[src/rtl/counter_pkg.sv]
// counter_pkg: shared counter types and parameter legality check
package counter_pkg;
  localparam int CNT_W_DEFAULT = 4;
  typedef logic [CNT_W_DEFAULT-1:0] count_t;
  function automatic bit params_ok(input int width, input longint unsigned reset_val, input longint unsigned step);
    longint unsigned lim;
    lim = (width >= 1 && width <= 32) ? (64'd1 << width) : 64'd0;
    return lim != 0 && step != 0 && step < lim && reset_val < lim;
  endfunction
endpackage

[src/rtl/nibble_down_counter_dec.sv]
// nibble_down_counter_dec: WIDTH-bit subtract of a constant step, borrow discarded
module nibble_down_counter_dec #(
  parameter int WIDTH = 4,
  parameter longint unsigned STEP = 1
) (
  input  logic [WIDTH-1:0] a,
  output logic [WIDTH-1:0] y
);
  localparam logic [WIDTH-1:0] STEP_W = WIDTH'(STEP);
  assign y = a - STEP_W;
endmodule

[src/rtl/nibble_down_counter.sv]
// nibble_down_counter: free-running down counter wrapping modulo 2^WIDTH
module nibble_down_counter
  import counter_pkg::*;
#(
  parameter int WIDTH = CNT_W_DEFAULT,
  parameter longint unsigned RESET_VAL = 0,
  parameter longint unsigned STEP = 1
) (
  input  logic             clk,
  input  logic             rstn,
  output logic [WIDTH-1:0] out
);
  localparam logic [WIDTH-1:0] RST_W = WIDTH'(RESET_VAL);
  if (!params_ok(WIDTH, RESET_VAL, STEP)) begin : g_bad_params
    $fatal(1, "nibble_down_counter: illegal WIDTH/RESET_VAL/STEP");
  end
  logic [WIDTH-1:0] nxt;
  nibble_down_counter_dec #(.WIDTH(WIDTH), .STEP(STEP)) u_dec (.a(out), .y(nxt));
  // an unknown rstn yields an unknown count rather than silently picking a branch
  always_ff @(posedge clk)
    out <= rstn ? nxt : (!rstn ? RST_W : 'x);
endmodule

[config.mk]
export PLATFORM = sky130hd
export DESIGN_NAME = nibble_down_counter
export DESIGN_NICKNAME = d
export VERILOG_FILES = /design/src/rtl/counter_pkg.sv /design/src/rtl/nibble_down_counter_dec.sv /design/src/rtl/nibble_down_counter.sv
export SDC_FILE = /design/constraint.sdc
export NUM_CORES = 1
export LEC_CHECK = 0
export ABC_AREA = 1
export ABC_CLOCK_PERIOD_IN_PS = 1250
export BUFFER_PORTS_ARGS = -buffer_cell sky130_fd_sc_hd__buf_2
export CELL_PAD_IN_SITES_DETAIL_PLACEMENT = 0
export CELL_PAD_IN_SITES_GLOBAL_PLACEMENT = 1
export CORE_AREA = 5 5 42 44
export DETAILED_ROUTE_END_ITERATION = 6
export DIE_AREA = 0 0 47 49
export PLACE_DENSITY = 0.3
export SYNTH_ARGS = -nofsm -noshare
export SYNTH_HDL_FRONTEND = slang
export SYNTH_SLANG_ARGS = --single-unit
[constraint.sdc]
create_clock -name clk -period 1.25 [get_ports clk]
set_clock_uncertainty 0.1 [all_clocks]
set_input_delay 0.0625 -clock clk [delete_from_list [all_inputs] [get_ports clk]]
set_output_delay 0.0625 -clock clk [all_outputs]
set_load 0.05 [all_outputs]
# ---- Yosys cells after proc, flatten, opt, wreduce, memory -nomap -nowiden
# Cells that the tools add are included.
dict set report classes {
  add_sub_neg 1
}
# op n
set op_table {}
lappend op_table {{subtractor 4 x 1 -> 4 bit (second input constant)} 1}
dict set report totals {
  register_bits 4
  out_inout_bits 4
  word_cells 2
}

# ---- Longest topological paths before layout
dict set report depth {
  word_depth 1
  depth_mapped 4
}

# ---- Cells and area by module
# From an unflattened synthesis, not the netlist that was laid out.
dict set report hier_totals {
  cells_unflattened 23
  hier_area_um2 168.9
}
# mod n_inst cells_each area_each_um2 seq_area_each_um2
set modules_own_cells {}
lappend modules_own_cells {nibble_down_counter 1 12 110.1 80.1}
lappend modules_own_cells {nibble_down_counter_dec 1 11 58.8 0.0}

# ---- Worst setup path after synthesis
# Ideal clock, no wire load.
dict set report synth_path {
  kind {flip-flop to flip-flop}
  from {register out[0]}
  to {register out[2]}
  setup_time_ps 116
  t_arrival_ps 1174
  slack_ps -140
  stages_incl_launch_ff 5
  synth_period_minus_slack_ps 1390
  cell_sequence {dfxtp_1 > inv_1 > ha_1 > xnor2_1 > nor2_1}
}
dict set report synth_between {
  elab_chain_cells 1
}
# element line
set synth_lines {}
lappend synth_lines {{from (decl)} nibble_down_counter.sv:11} ;# output logic [WIDTH-1:0] out
lappend synth_lines {{from (signal assigned)} nibble_down_counter.sv:21} ;# out <= rstn ? nxt : (!rstn ? RST_W : 'x);
lappend synth_lines {{subtractor 4 x 1 -> 4 bit} nibble_down_counter_dec.sv:10} ;# assign y = a - STEP_W;
# Every way passes these cells.
# A chain may end at the register's enable or synchronous reset.

# ---- Worst setup path after layout
dict set report layout_path {
  from {register out[2]}
  to {output port out[2]}
}
# No word-level cell between the ends.

==> PnR_summary.wiki <==
{| class="wikitable"
! Metric !! Value
|-
| Post-synthesis average cell area || 8.685 um^2
|-
| Overall routing resource usage || 3.800%
|-
| IR Drop Worst-Case VDD || 343.1 uV
|-
| Row count || 14
|-
| Number of cells in the design after placement || 38
|-
| Synthesized instance count || 17
|-
| Met2 capacity usage during global routing || 3.620%
|-
| Most area-hungry cell type in the Yosys netlist || sky130_fd_sc_hd__dfxtp_1
|-
| Number of diodes added for antenna fixing || 0
|-
| Worst skew pair latency || 0.24 ns
|-
| Buffers added on ports || 5
|-
| Vertical die dimension || 49 um
|-
| Vias post-DR || 130
|-
| Initial core utilization || 10.54%
|-
| Wire per inst || 7.548 um
|-
| Number of clock sinks || 4
|-
| Violation count after the first detailed-route iteration || 0
|-
| Largest register FFs || 4
|-
| Routed via count divided by cell count || 3.095
|-
| DR DRC count || 0
|-
| Tightest Hold Check Type || reg -> reg
|-
| Number of storage elements in the synthesis netlist || 4
|-
| Met3 track demand over resource in global routing || 4.059%
|-
| Highest-count cells in the layout ignoring fill and taps || sky130_fd_sc_hd__buf_2, sky130_fd_sc_hd__nor2_1, sky130_fd_sc_hd__inv_1, sky130_fd_sc_hd__clkbuf_4
|-
| R2R depth || 4
|-
| Post-synth design cell area || 147.6 um^2
|-
| Detailed-router iteration count before antenna repair || 1
|-
| Max-slew headroom || 83.32%
|-
| Final setup fails || 0
|-
| Number of distinct library cells after synthesis || 9
|-
| Biggest fanout along the worst timing path || 3
|-
| CP Cell Sequence || buf_2
|-
| Data required, critical path || 1.09 ns
|-
| Fill cells || 172
|-
| Fraction of synthesized cell area taken by the top area cell type || 54.24%
|-
| Critical path's slowest cell || sky130_fd_sc_hd__dfxtp_1
|-
| Proportion of synthesized chip area in sequential cells || 54.24%
|-
| Worst reg2reg startpoint || out[0]$_SDFF_PN0_
|-
| Largest regs || out (4)
|-
| Leading cell types by total area after synthesis || sky130_fd_sc_hd__dfxtp_1, sky130_fd_sc_hd__nor2_1, sky130_fd_sc_hd__ha_1, sky130_fd_sc_hd__inv_1, sky130_fd_sc_hd__xnor2_1
|-
| Floorplan die width || 47 um
|-
| Maximum capacitance violations || 0
|-
| TritonCTS clock tree || done
|-
| Crit-path max cell delay || 0.37 ns
|-
| Clock transition at the registers of the reported paths || 0.04 ns
|-
| CTS HTree Levels || 1
|-
| Dominant delay contributor by cell family on the critical path || flip-flops
|-
| Number of CTS-inserted buffers || 3
|-
| Max-slew violation count || 0
|-
| Endpoint of the worst hold path || out[0]$_SDFF_PN0_
|-
| Number of gates resized after cts || 0
|-
| Setup repair after global routing missed its margin || no
|-
| Leftover overflow at the end of global routing || 0
|-
| Final GP Congestion || 0.6016
|-
| Global routing met1 resource utilization || 3.289%
|-
| Warning count from the yosys run || 0
|-
| Most common library cell in the layout ignoring fill and taps || sky130_fd_sc_hd__buf_2
|-
| DP Wirelength || 245.1 um
|-
| Biggest register || out
|-
| Final layout net count || 31
|-
| Crit Path Category || reg -> out
|-
| CP Buf/Inv Count || 1
|-
| Reg-to-reg endpoint || out[2]$_SDFF_PN0_
|-
| First-pass GRT wire length || 524 um
|-
| Startpoint of the worst hold path || out[0]$_SDFF_PN0_
|-
| Final total negative setup slack || 0 ns
|-
| Worst endpoint data arrival time || 0.88 ns
|-
| Hold Violations, Final || 0
|-
| Initial antenna violation count || 0
|-
| Outcome || finished, final reports clean
|-
| Final critical path time including I/O delays and setup || 1.044 ns
|-
| Via count of the first global-routing pass || 137
|-
| Number of nets with antenna violations after routing || 0
|-
| Drt total wl || 317 um
|-
| Master cell of the clock root buffer || sky130_fd_sc_hd__clkbuf_4
|-
| Power density over the cells || 1972 nW/um^2
|-
| Synthesized Nets || 20
|-
| Maximum clock insertion buffer count || 2
|-
| Leakage power total || 0.1113 nW
|-
| Reg2reg setup slack || 0.23 ns
|-
| Crit share post-route || 83.50%
|-
| Proportion of layout cells with a drive suffix above 1 || 42.31%
|-
| Max Clock Freq || 958.1 MHz
|-
| Crit. End Element || output pin
|-
| GRT busiest layer || met4
|-
| Element type at the critical path start || register
|-
| Ports placed on the boundary || 6
|-
| DIE AREA || 2303 um^2
|-
| Pin count of the biggest net entering global routing || 4
|-
| Area added between synthesis and finish || 54.24%
|-
| Core Footprint || 1401 um^2
|-
| WHS Path Cells || 1
|-
| Number of standard cells in the final layout excluding fillers || 42
|-
| Transition time at the pin with the least slew margin || 0.2520 ns
|}
## cell type report
class	count	area (um^2)	share of cell area, %
Sequential cell	4	82.58	36.26
Timing Repair Buffer	6	35.03	15.38
Clock buffer	3	22.52	9.890
Inverter	3	11.26	4.945
Multi-Input combinational cell	10	56.30	24.73
Tap cell	16	20.02	8.791
## logic make-up (layout without fill, tap and decap cells)
family	count (synthesis)	count (layout)	share of synthesized area, %
AO/OA/AOI/OAI	1	1	3.387
XOR/XNOR	1	1	5.933
adder cells (fa/ha/maj)	1	1	8.473
buffers and inverters	3	12	7.627
flip-flops	4	4	54.24
AND/OR/NAND/NOR	7	7	20.33
## worst register-to-register path, delay by kind of cell, from the launching register on
family | cells | cell delay [ns]
xor+xnor | 1 | 0.16
buf+inv | 1 | 0.07
simple gates | 1 | 0.05
fa+ha+maj | 1 | 0.20
flops | 1 | 0.33
## cells in the mapped netlist
cell type,n
sky130_fd_sc_hd__nand2_1,1
sky130_fd_sc_hd__nor2_1,4
sky130_fd_sc_hd__ha_1,1
sky130_fd_sc_hd__nor2_2,1
sky130_fd_sc_hd__nand3_1,1
sky130_fd_sc_hd__inv_1,3
sky130_fd_sc_hd__a21oi_1,1
sky130_fd_sc_hd__xnor2_1,1
sky130_fd_sc_hd__dfxtp_1,4
## metal layers
metal  share of wire [%]  vias up
li1                    -       70
met4                   0        0
met2                  45        4
met3                  13        0
met5                   0        -
met1                  41       56
## stage by stage
| step | hold WS, ns | setup WS (ns) | instance area (um^2) | total power, W | util [%] |
|---|---|---|---|---|---|
| final | 0.3155 | 0.2063 | 227.7 | 0.0004491 | 16.25 |
| after global routing | 0.3251 | 0.1575 | 227.7 | 0.0004755 | 16.25 |
| after CTS | 0.3129 | 0.1839 | 227.7 | 0.0004588 | 16.25 |
| after detailed placement | 0.2069 | 0.2505 | 195.2 | 0.0002891 | 13.93 |
| after global placement | 0.2046 | 0.2418 | 195.2 | 0.0002904 | 13.93 |
| after floorplan | 0.08329 | 0.04939 | 150.1 | 0.0002622 | - |
## worst max-delay path by stage
stage	slack, ns	cells after the start	from	to
floorplan	0.05	4	out[0]$_SDFF_PN0_	out[2]$_SDFF_PN0_
global route	0.16	1	out[2]$_SDFF_PN0_	out[2]
global placement	0.24	4	out[0]$_SDFF_PN0_	out[2]$_SDFF_PN0_
finish	0.21	1	out[2]$_SDFF_PN0_	out[2]
CTS	0.18	1	out[2]$_SDFF_PN0_	out[2]
detailed placement	0.25	4	out[0]$_SDFF_PN0_	out[2]$_SDFF_PN0_
## repair_timing
item | 4_1_cts | 5_1_grt
hold buffers | 1 | 0
buffers inserted | 0 | 0
endpoints found under the hold margin | 3 | 0
## where the power goes
group	switching, W	internal, W	total (W)
Sequential	0.0000149	0.000148	0.000163
Combinational	0.0000891	0.0000353	0.000124
Clock	0.0000543	0.000108	0.000162
No activity file was read; power rests on OpenSTA's default activity.
